**src/rtl/hp_round_pack_if.sv**
```systemverilog
// Valid/ready bundle between the multiplier core and the round/pack stage.
// The slave side is the round/pack block; the master side feeds and drains it.
interface hp_round_pack_if;
  logic        in_valid;
  logic        in_ready;
  logic        in_sign;
  logic [5:0]  in_exp_sum;
  logic [21:0] in_prod;
  logic        in_zero;
  logic        in_invalid;
  logic        out_valid;
  logic        out_ready;
  logic [15:0] out_product;
  logic [1:0]  out_exc;

  modport slave (
    input  in_valid,
    input  in_sign,
    input  in_exp_sum,
    input  in_prod,
    input  in_zero,
    input  in_invalid,
    input  out_ready,
    output in_ready,
    output out_valid,
    output out_product,
    output out_exc
  );

  modport master (
    output in_valid,
    output in_sign,
    output in_exp_sum,
    output in_prod,
    output in_zero,
    output in_invalid,
    output out_ready,
    input  in_ready,
    input  out_valid,
    input  out_product,
    input  out_exc
  );
endinterface

```
**src/rtl/hp_round_pack.sv**
```systemverilog
// Half-precision multiplier back end: normalize, round-to-nearest-even,
// pack binary16 with a 2-bit exception code and a saturating exception count.
module hp_round_pack #(
  parameter int BIAS  = 15,
  parameter int CNT_W = 8
) (
  input  logic             clk,
  input  logic             rst,
  hp_round_pack_if.slave   bus,
  output logic [CNT_W-1:0] exc_count
);

  typedef struct packed {
    logic              sign;
    logic              zero;
    logic              invalid;
    logic [9:0]        mant;
    logic              g;
    logic              s;
    logic signed [7:0] e;
  } norm_t;

  localparam logic signed [7:0] BIAS_E = 8'(BIAS);

  logic        en;
  logic        s1_valid;
  norm_t       s1;
  norm_t       n_d;
  logic        ov_q;
  logic [15:0] op_q;
  logic [1:0]  oe_q;

  assign en           = !ov_q || bus.out_ready;
  assign bus.in_ready = en;
  assign bus.out_valid   = ov_q;
  assign bus.out_product = op_q;
  assign bus.out_exc     = oe_q;

  logic signed [7:0] e_raw;
  assign e_raw = $signed({2'b00, bus.in_exp_sum}) - BIAS_E;

  always_comb begin
    n_d         = '0;
    n_d.sign    = bus.in_sign;
    n_d.zero    = bus.in_zero;
    n_d.invalid = bus.in_invalid;
    if (bus.in_prod[21]) begin
      n_d.mant = bus.in_prod[20:11];
      n_d.g    = bus.in_prod[10];
      n_d.s    = |bus.in_prod[9:0];
      n_d.e    = e_raw + 8'sd1;
    end else begin
      n_d.mant = bus.in_prod[19:10];
      n_d.g    = bus.in_prod[9];
      n_d.s    = |bus.in_prod[8:0];
      n_d.e    = e_raw;
    end
  end

  logic              inc;
  logic [10:0]       mant_r;
  logic signed [7:0] e_r;
  logic [15:0]       prod_d;
  logic [1:0]        exc_d;

  // A carry out of the mantissa leaves mant_r[9:0] at zero, bumping e.
  always_comb begin
    inc    = s1.g & (s1.s | s1.mant[0]);
    mant_r = {1'b0, s1.mant} + {10'd0, inc};
    e_r    = s1.e + (mant_r[10] ? 8'sd1 : 8'sd0);
    prod_d = {s1.sign, e_r[4:0], mant_r[9:0]};
    exc_d  = 2'b00;
    if (s1.invalid) begin
      prod_d = 16'h7E00;
      exc_d  = 2'b11;
    end else if (s1.zero) begin
      prod_d = {s1.sign, 15'b0};
    end else if (e_r >= 8'sd31) begin
      prod_d = {s1.sign, 5'h1F, 10'h0};
      exc_d  = 2'b01;
    end else if (e_r <= 8'sd0) begin
      prod_d = {s1.sign, 15'b0};
      exc_d  = 2'b10;
    end
  end

  always_ff @(posedge clk) begin
    if (rst) begin
      s1_valid <= 1'b0;
      s1       <= '0;
      ov_q     <= 1'b0;
      op_q     <= '0;
      oe_q     <= '0;
    end else if (en) begin
      s1_valid <= bus.in_valid;
      s1       <= n_d;
      ov_q     <= s1_valid;
      op_q     <= prod_d;
      oe_q     <= exc_d;
    end
  end

  always_ff @(posedge clk) begin
    if (rst) begin
      exc_count <= '0;
    end else if (ov_q && bus.out_ready &&
                 oe_q != 2'b00 && exc_count != '1) begin
      exc_count <= exc_count + 1'b1;
    end
  end

endmodule

```
**src/flat_wrapper.sv**
```systemverilog
// flat-port wrapper written by rule: the top's interface ports become plain ports
module hp_round_pack_flat 
#(
  parameter int BIAS  = 15,
  parameter int CNT_W = 8
)
  (clk, rst, exc_count, bus_in_valid, bus_in_sign, bus_in_exp_sum, bus_in_prod, bus_in_zero, bus_in_invalid, bus_out_ready, bus_in_ready, bus_out_valid, bus_out_product, bus_out_exc);
  hp_round_pack_if bus_i ();
  input  logic clk;
  input  logic rst;
  output logic [CNT_W-1:0] exc_count;
  input wire logic [$bits(bus_i.in_valid)-1:0] bus_in_valid;
  input wire logic [$bits(bus_i.in_sign)-1:0] bus_in_sign;
  input wire logic [$bits(bus_i.in_exp_sum)-1:0] bus_in_exp_sum;
  input wire logic [$bits(bus_i.in_prod)-1:0] bus_in_prod;
  input wire logic [$bits(bus_i.in_zero)-1:0] bus_in_zero;
  input wire logic [$bits(bus_i.in_invalid)-1:0] bus_in_invalid;
  input wire logic [$bits(bus_i.out_ready)-1:0] bus_out_ready;
  output wire logic [$bits(bus_i.in_ready)-1:0] bus_in_ready;
  output wire logic [$bits(bus_i.out_valid)-1:0] bus_out_valid;
  output wire logic [$bits(bus_i.out_product)-1:0] bus_out_product;
  output wire logic [$bits(bus_i.out_exc)-1:0] bus_out_exc;
  assign bus_i.in_valid = bus_in_valid;
  assign bus_i.in_sign = bus_in_sign;
  assign bus_i.in_exp_sum = bus_in_exp_sum;
  assign bus_i.in_prod = bus_in_prod;
  assign bus_i.in_zero = bus_in_zero;
  assign bus_i.in_invalid = bus_in_invalid;
  assign bus_i.out_ready = bus_out_ready;
  assign bus_in_ready = bus_i.in_ready;
  assign bus_out_valid = bus_i.out_valid;
  assign bus_out_product = bus_i.out_product;
  assign bus_out_exc = bus_i.out_exc;
  hp_round_pack #(.BIAS(BIAS), .CNT_W(CNT_W)) u_core (.clk(clk), .rst(rst), .bus(bus_i), .exc_count(exc_count));
endmodule
```
**config.mk**
```make
export PLATFORM = sky130hd
export DESIGN_NAME = hp_round_pack_flat
export DESIGN_NICKNAME = d
export VERILOG_FILES = /design/src/rtl/hp_round_pack_if.sv /design/src/rtl/hp_round_pack.sv /design/src/flat_wrapper.sv
export SDC_FILE = /design/constraint.sdc
export NUM_CORES = 1
export LEC_CHECK = 0
export CORE_MARGIN = 2
export CORE_UTILIZATION = 40
export CTS_CLUSTER_SIZE = 20
export DETAILED_ROUTE_END_ITERATION = 10
export PLACE_DENSITY = 0.65
export SETUP_SLACK_MARGIN = 0.4
export SYNTH_ARGS = -nofsm -noshare
export SYNTH_HDL_FRONTEND = slang
export SYNTH_SLANG_ARGS = --single-unit
```
**constraint.sdc**
```tcl
create_clock -name clk -period 3.41 [get_ports clk]
set_input_delay 0.5115 -clock clk [delete_from_list [all_inputs] [get_ports clk]]
set_output_delay 0.5115 -clock clk [all_outputs]
set_load 0.005 [all_outputs]
```
==> summary.md, run 1 <==
| Metric | Value |
|---|---|
| Status | `completed` |
| Row count | `29` |
| CP Data Arrival Time | `3.02 ns` |
| Maximum fanout along the worst path | `6` |
| Initial Utilization | `0.420` |
| Clock sinks | `51` |
| Total gr overflow | `0` |
| Via count | `2321` |
| Vias in the first global route | `2043` |
| Startpoint Class | `register` |
| Count of different cell masters after synthesis | `53` |
| Hold WC Path Type | `reg2reg` |
| Final nets | `roughly 400` |
| Power density cells | `~350 nW/um^2` |
| Slowest CP cell | `a311o_1` |
| # H-tree levels | `2` |
| Final GP Congestion | `0.801` |
| HPWL Detailed | `about 4300 um` |
| Final Skew | `0.00464 ns` |
| Post-CTS setup buffers | `0` |
| Setup TNS | `0 ns` |
| Total die area | `7410 um^2` |
| CTS max path bufs | `2` |
| Pre-Repair DR Iteration Count | `4` |
| Crit-path cells | `and2_1 > ha_1 > and3_4 > and3_1 > ha_2 > and4_4 > a311o_1 > a211oi_4 > nand2_2 > o221a_2` |
| Post-synth top area share | `0.379` |
| Endpoints failing setup | `0` |
| Remaining antenna violation count | `0` |
| LEAKAGE | `1.30 nW` |
| Synthesized instance count | `~300` |
| Most used DFF post-synth | `dfxtp_1` |
| Gr usage total | `0.155` |
| Global-route wire length before repair | `between 9000 and 10000 um` |
| Pins Over Slew Limit | `0` |
| Ys Warns | `0` |
| Synth cell count leaders | `dfxtp_1, nand2_1, nor2_1` |
| Register area share after synthesis | `0.379` |
| Chip height | `86.1 um` |
| CTS tree | `built` |
| CP peak stage delay | `approximately 0.38 ns` |
| Pin count of the biggest net entering global routing | `24` |
| Max Fclk | `roughly 0.35 GHz` |
| Number of synthesized flops with an enable pin | `0` |
| Max-slew headroom | `0.560` |
| Crit path max-delay family | `compound AO/OA/AOI/OAI gates` |
| Chip width | `86.1 um` |
| Synth area leaders | `dfxtp_1, nand2_1, mux2i_1` |
| Port Buffers | `62` |
| Worst-path clk slew | `0.08 ns` |
| CP Data Required Time | `3.60 ns` |
| Root buf cell | `clkbuf_8` |
| Synthesis-to-layout area growth | `28.6%` |
| Max Cap Viol | `0` |
| Kind of critical path | `reg2reg` |
| Antenna diodes | `0` |
| Synthesized area | `2700 um^2` |
| Worst VDD drop | `0.126 mV` |
| Cell type with the highest aggregate area in the netlist | `dfxtp_1` |
| Antenna violations before repair | `0` |
| Hold Buf Count CTS | `0` |
| Placed cells | `432` |
| Total Wirelength | `~5600 um` |
| RSZ-0062 raised after global routing | `no` |
| Crit path capture type | `register` |
| Crit path buffers/inverters | `0` |
| DRC viols | `0` |
| Final Non-Filler Cells | `440` |
| Most numerous cell in the Yosys netlist | `dfxtp_1` |
| Slew @ Worst Pin | `0.659 ns` |
| Share of cells above drive strength 1 | `0.107` |
| Final hold vios | `0` |
| Register bit total from synthesis | `between 50 and 60` |
| Top-Level Pins | `63` |
| DRT iter0 DRCs | `72` |
| Total CTS buffers | `5` |
| Period utilization | `0.829` |
| Ys async rst share | `0` |
| Syn Area/Cell | `slightly below 9 um^2` |
| Min cycle time layout | `2.83 ns` |
| Average wire per standard cell | `12.8 um` |
| Reg-to-reg setup timing slack | `between 0.5 and 0.6 ns` |
| Vias/cell | `5.28` |
| Core ar. | `about 6400 um^2` |
| Skew-Pair Late Insertion Delay | `0.29 ns` |
| Net count after synthesis | `approximately 350` |
## worst paths after layout
check                                        endpoint           from  cells past startpoint
worst max-delay path            u_core.bus.out_exc[0]   u_core.s1[9]                     10
worst min-delay path                    u_core.s1[22]  u_core.s1[22]                      2
worst max register to register  u_core.bus.out_exc[0]   u_core.s1[9]                     10
worst min register to register          u_core.s1[22]  u_core.s1[22]                      2
## through the flow
| stage | area, um^2 | hold WS (ns) | worst slack, ns | power [W] | utilization |
|---|---|---|---|---|---|
| detailed placement | 3370 | 0.445 | 0.481 | 0.000916 | 0.524 |
| global placement | 3370 | 0.438 | 0.559 | 0.000914 | 0.524 |
| finish | 3470 | 0.452 | 0.582 | 0.00123 | 0.540 |
| global route | 3470 | 0.483 | 0.427 | 0.00130 | 0.540 |
| CTS | 3450 | 0.457 | 0.465 | 0.00125 | 0.537 |
| floorplan | 2700 | 0.432 | 0.682 | 0.000816 | - |
## worst min-delay path: cells and delay by family, from the launching register on
family / cells / cell delay, ns
AND/OR/NAND/NOR: 1 / 0.05
flip-flops: 1 / 0.31
AO/OA/AOI/OAI: 1 / 0.05
## repair_timing
action	4_1_cts	5_1_grt
resized for setup	0	5
hold endpoints to repair	0	0
endpoints found under the setup margin	0	17
## logic make-up (layout without fill, tap and decap cells)
group / Yosys count / count (layout) / share of synthesized area
flip-flops: 51 / 51 / 0.379
buffers and inverters: 22 / 81 / 0.0399
adder cells (fa/ha/maj): 7 / 7 / 0.0325
AO/OA/AOI/OAI: 68 / 68 / 0.195
multiplexers: 14 / 14 / 0.0525
AND/OR/NAND/NOR: 117 / 117 / 0.220
XOR/XNOR: 25 / 25 / 0.0812
## area by class of cell
cell class	count	area (um^2)
clock buffer	7	76.3
timing repair buffer	68	666
sequential	51	1020
multi-input combinational	231	1580
clock inverter	1	5.00
tap	77	96.3
inverter	5	18.8
fill	625	2960
## layout by cell type, fill, tap and decap left out, drive strengths merged, types with 10 or more instances in the layout
cell type	n
clkdlybuf4s50	62
dfxtp	51
nand2	39
nor2	29
a211oi	16
xor2	14
a21oi	13
mux2i	13
xnor2	11
nand3	11
o31ai	10
## registers in the layout, summed over array words and instances (netlist names)
register	flops
u_core.s1	23
u_core.bus.out_product	16
u_core.exc_count	8
u_core.bus.out_exc	2
u_core.bus.out_valid	1
u_core.s1_valid	1
## routing by layer
layer | wire [um] | track usage
met3 | 223 | 0.0298
met2 | 2470 | 0.233
met5 | 0 | 0
met1 | 2890 | 0.225
met4 | 59 | 0.0476
## power breakdown
group	internal [W]	total [W]	switching, W	leakage [nW]
logic	0.000131	0.000230	0.0000998	0.837
registers	0.000633	0.000675	0.0000416	0.420
clock network	0.000144	0.000325	0.000181	0.0422
Note: power is estimated with default switching activity, not from simulation.
==> inputs of run 2 (changes only) <==
==> constraint.sdc (replaced) <==
create_clock -name clk -period 2.7 [get_ports clk]
set_input_delay 0.405 -clock clk [delete_from_list [all_inputs] [get_ports clk]]
set_output_delay 0.405 -clock clk [all_outputs]
set_load 0.005 [all_outputs]
==> run 2 against run 1 <==
Effect of this change:
- clock power up 68%
- clock-buffer cell count fell by 1
- sequential cell count is the same
- critical path depth is 1 higher
- largest cell class unchanged
- critical path type unchanged
==> summary.md, run 2 (synthesis gave the netlist of run 1 again) <==
| Metric | Value |
|---|---|
| Seq pwr share | `0.488 (-0.060)` |
| Period utilization | `0.928 (+0.0985)` |
| Placement Setup Slack | `-0.0199 ns (-0.501 ns)` |
| Synthesis-to-layout area growth | `38.8%` |
| Hold Buf Count CTS | `0 (unchanged)` |
| Final nets | `419 (+3.7%)` |
| Worst VDD drop | `0.288 mV (+130%)` |
| Port Buffers | `62 (unchanged)` |
| Final GP Congestion | `0.827 (+3.2%)` |
| Min cycle time layout | `2.50 ns (-0.323 ns)` |
| Biggest register | `u_core.s1` |
| Slowest CP cell | `a311o_1` |
| CP peak stage delay | `0.35 ns (-0.03 ns)` |
| Total gr overflow | `0 (unchanged)` |
| Pin count of the biggest net entering global routing | `28 (+17%)` |
| Comb pwr share | `0.199 (+0.012)` |
| Pint | `0.00129 W (+42%)` |
| CP Data Arrival Time | `2.73 ns (-0.29 ns)` |
| RSZ-0062 raised after global routing | `yes` |
| Average wire per standard cell | `13.6 um (+6.4%)` |
| Pre-Repair DR Iteration Count | `4 (unchanged)` |
| Maximum fanout along the worst path | `5 (-1)` |
| Startpoint Class | `register` |
| Final hold vios | `0 (unchanged)` |
| Max Fclk | `0.399 GHz (+13%)` |
| Endpoints failing setup | `0 (unchanged)` |
| CTS tree | `built` |
| Gr usage total | `0.167 (+0.0113)` |
| LEAKAGE | `1.42 nW (+9.0%)` |
| Crit path capture type | `register` |
| Global-route wire length before repair | `10100 um (+7.6%)` |
| Antenna violations before repair | `0 (unchanged)` |
| Finished Cell Area | `3740 um^2 (+7.9%)` |
| Slew @ Worst Pin | `0.655 ns (-0.00364 ns)` |
| Vias in the first global route | `2192 (+7.3%)` |
| HPWL Detailed | `4460 um (+3.0%)` |
| Total Wirelength | `6210 um (+10%)` |
| Final Skew | `0.00372 ns (-0.000922 ns)` |
| Row count | `29 (unchanged)` |
| Chip width | `86.1 um (unchanged)` |
| Max-slew headroom | `0.562 (+0.00219)` |
| Core ar. | `6420 um^2 (unchanged)` |
| Fin Hold WS | `0.452 ns (-0.000104 ns)` |
| Skew-Pair Late Insertion Delay | `0.30 ns (about the same)` |
| Net Switching | `0.000449 W (+39%)` |
| Initial Utilization | `0.420 (unchanged)` |
| Switching Share | `0.258 (-0.00396)` |
| Crit-path cells | `and2_4 > ha_4 > and3_4 > and3_4 > ha_4 > and4_4 > a311o_1 > a211oi_4 > buf_6 > nand3b_4 > o31ai_1` |
| DRC viols | `0 (unchanged)` |
| Largest register FFs | `23 (unchanged)` |
| Clock sinks | `51 (unchanged)` |
| Kind of critical path | `reg2reg` |
| Worst-path clk slew | `0.09 ns (about the same)` |
| Commonest non-fill, non-tap cell in the layout | `clkdlybuf4s50_1` |
| Max Cap Viol | `0 (unchanged)` |
| Clock network power share | `0.314 (+0.050)` |
| Share of cells above drive strength 1 | `0.177 (+0.0698)` |
| CTS max path bufs | `2 (unchanged)` |
| Status | `completed` |
| Root buf cell | `clkbuf_8` |
| Total die area | `7410 um^2 (unchanged)` |
| CP Data Required Time | `2.92 ns (-0.68 ns)` |
| Remaining antenna violation count | `0 (unchanged)` |
| Antenna diodes | `0 (unchanged)` |
| Total Power | `0.00174 W (+41%)` |
| Total CTS buffers | `5 (unchanged)` |
| Vias/cell | `5.39 (+2.1%)` |
| Pins Over Slew Limit | `0 (unchanged)` |
| Top-Level Pins | `63 (unchanged)` |
| Power density cells | `465 nW/um^2 (+31%)` |
| Chip height | `86.1 um (unchanged)` |
| Via count | `2451 (+5.6%)` |
| Hold WC Path Type | `reg2reg` |
| Dpl cell area | `3460 um^2 (+2.7%)` |
| DRT iter0 DRCs | `94 (+31%)` |
| # H-tree levels | `2 (unchanged)` |
| Most frequent cells in the layout | `clkdlybuf4s50_1, dfxtp_1, nand2_1` |
| Worst setup margin | `0.195 ns (-0.387 ns)` |
## run 2: cell type report
class | instances | area [um^2]
flip-flops and latches | 51 | 1020
well taps | 77 | 96.3
clock inverters | 2 | 35.0
multi-input cells | 233 | 1720
inverters | 5 | 18.8
clock buffers | 6 | 82.6
fillers | 591 | 2680
repair buffers | 81 | 767
## run 2: metrics by stage
| stage | utilization | TNS [ns] | std cells |
|---|---|---|---|
| 3_5_place_dp | 0.539 | -0.0412 | 437 |
| 4_1_cts | 0.574 | 0 | 454 |
| 2_1_floorplan | - | 0 | 304 |
| 3_3_place_gp | 0.539 | 0 | 437 |
| 5_1_grt | 0.582 | 0 | 455 |
| 6_report | 0.582 | 0 | 455 |
## run 2: final timing paths
kind                                   start                         end  slack, ns  cells after the start
setup / recovery                u_core.s1[9]   u_core.bus.out_product[7]       0.20                     11
hold / removal    u_core.bus.out_product[15]  u_core.bus.out_product[15]       0.45                      2
setup reg to reg                u_core.s1[9]   u_core.bus.out_product[7]       0.20                     11
hold reg to reg   u_core.bus.out_product[15]  u_core.bus.out_product[15]       0.45                      2
## run 2: metal layers
layer,global-route usage,share of wire,vias to the layer above
li1,-,-,1250
met1,0.229,0.48,1143
met2,0.266,0.47,51
met3,0.0318,0.035,7
met4,0.0476,0.013,0
met5,0,0,-
## run 2: power by group through the flow
stage          Combinational, W  Sequential (W)  Clock [W]
3_5_place_dp           0.000310        0.000866          0
2_1_floorplan          0.000184        0.000853          0
6_report               0.000346        0.000849   0.000546
3_3_place_gp           0.000307        0.000864          0
4_1_cts                0.000337        0.000848   0.000559
5_1_grt                0.000375        0.000857   0.000589
## run 2: worst max-delay path, delay by kind of cell (launching register included)
family          cells  cell delay, ns
compound gates      3            0.84
fa+ha+maj           2            0.31
buf+inv             1            0.17
flops               1            0.33
simple gates        5            0.79
## run 2: what timing repair did
action	CTS	global route
pin swaps	6	3
endpoints found under the setup margin	17	17
cloned	2	0
setup buffers	7	1
resized for setup	7	6
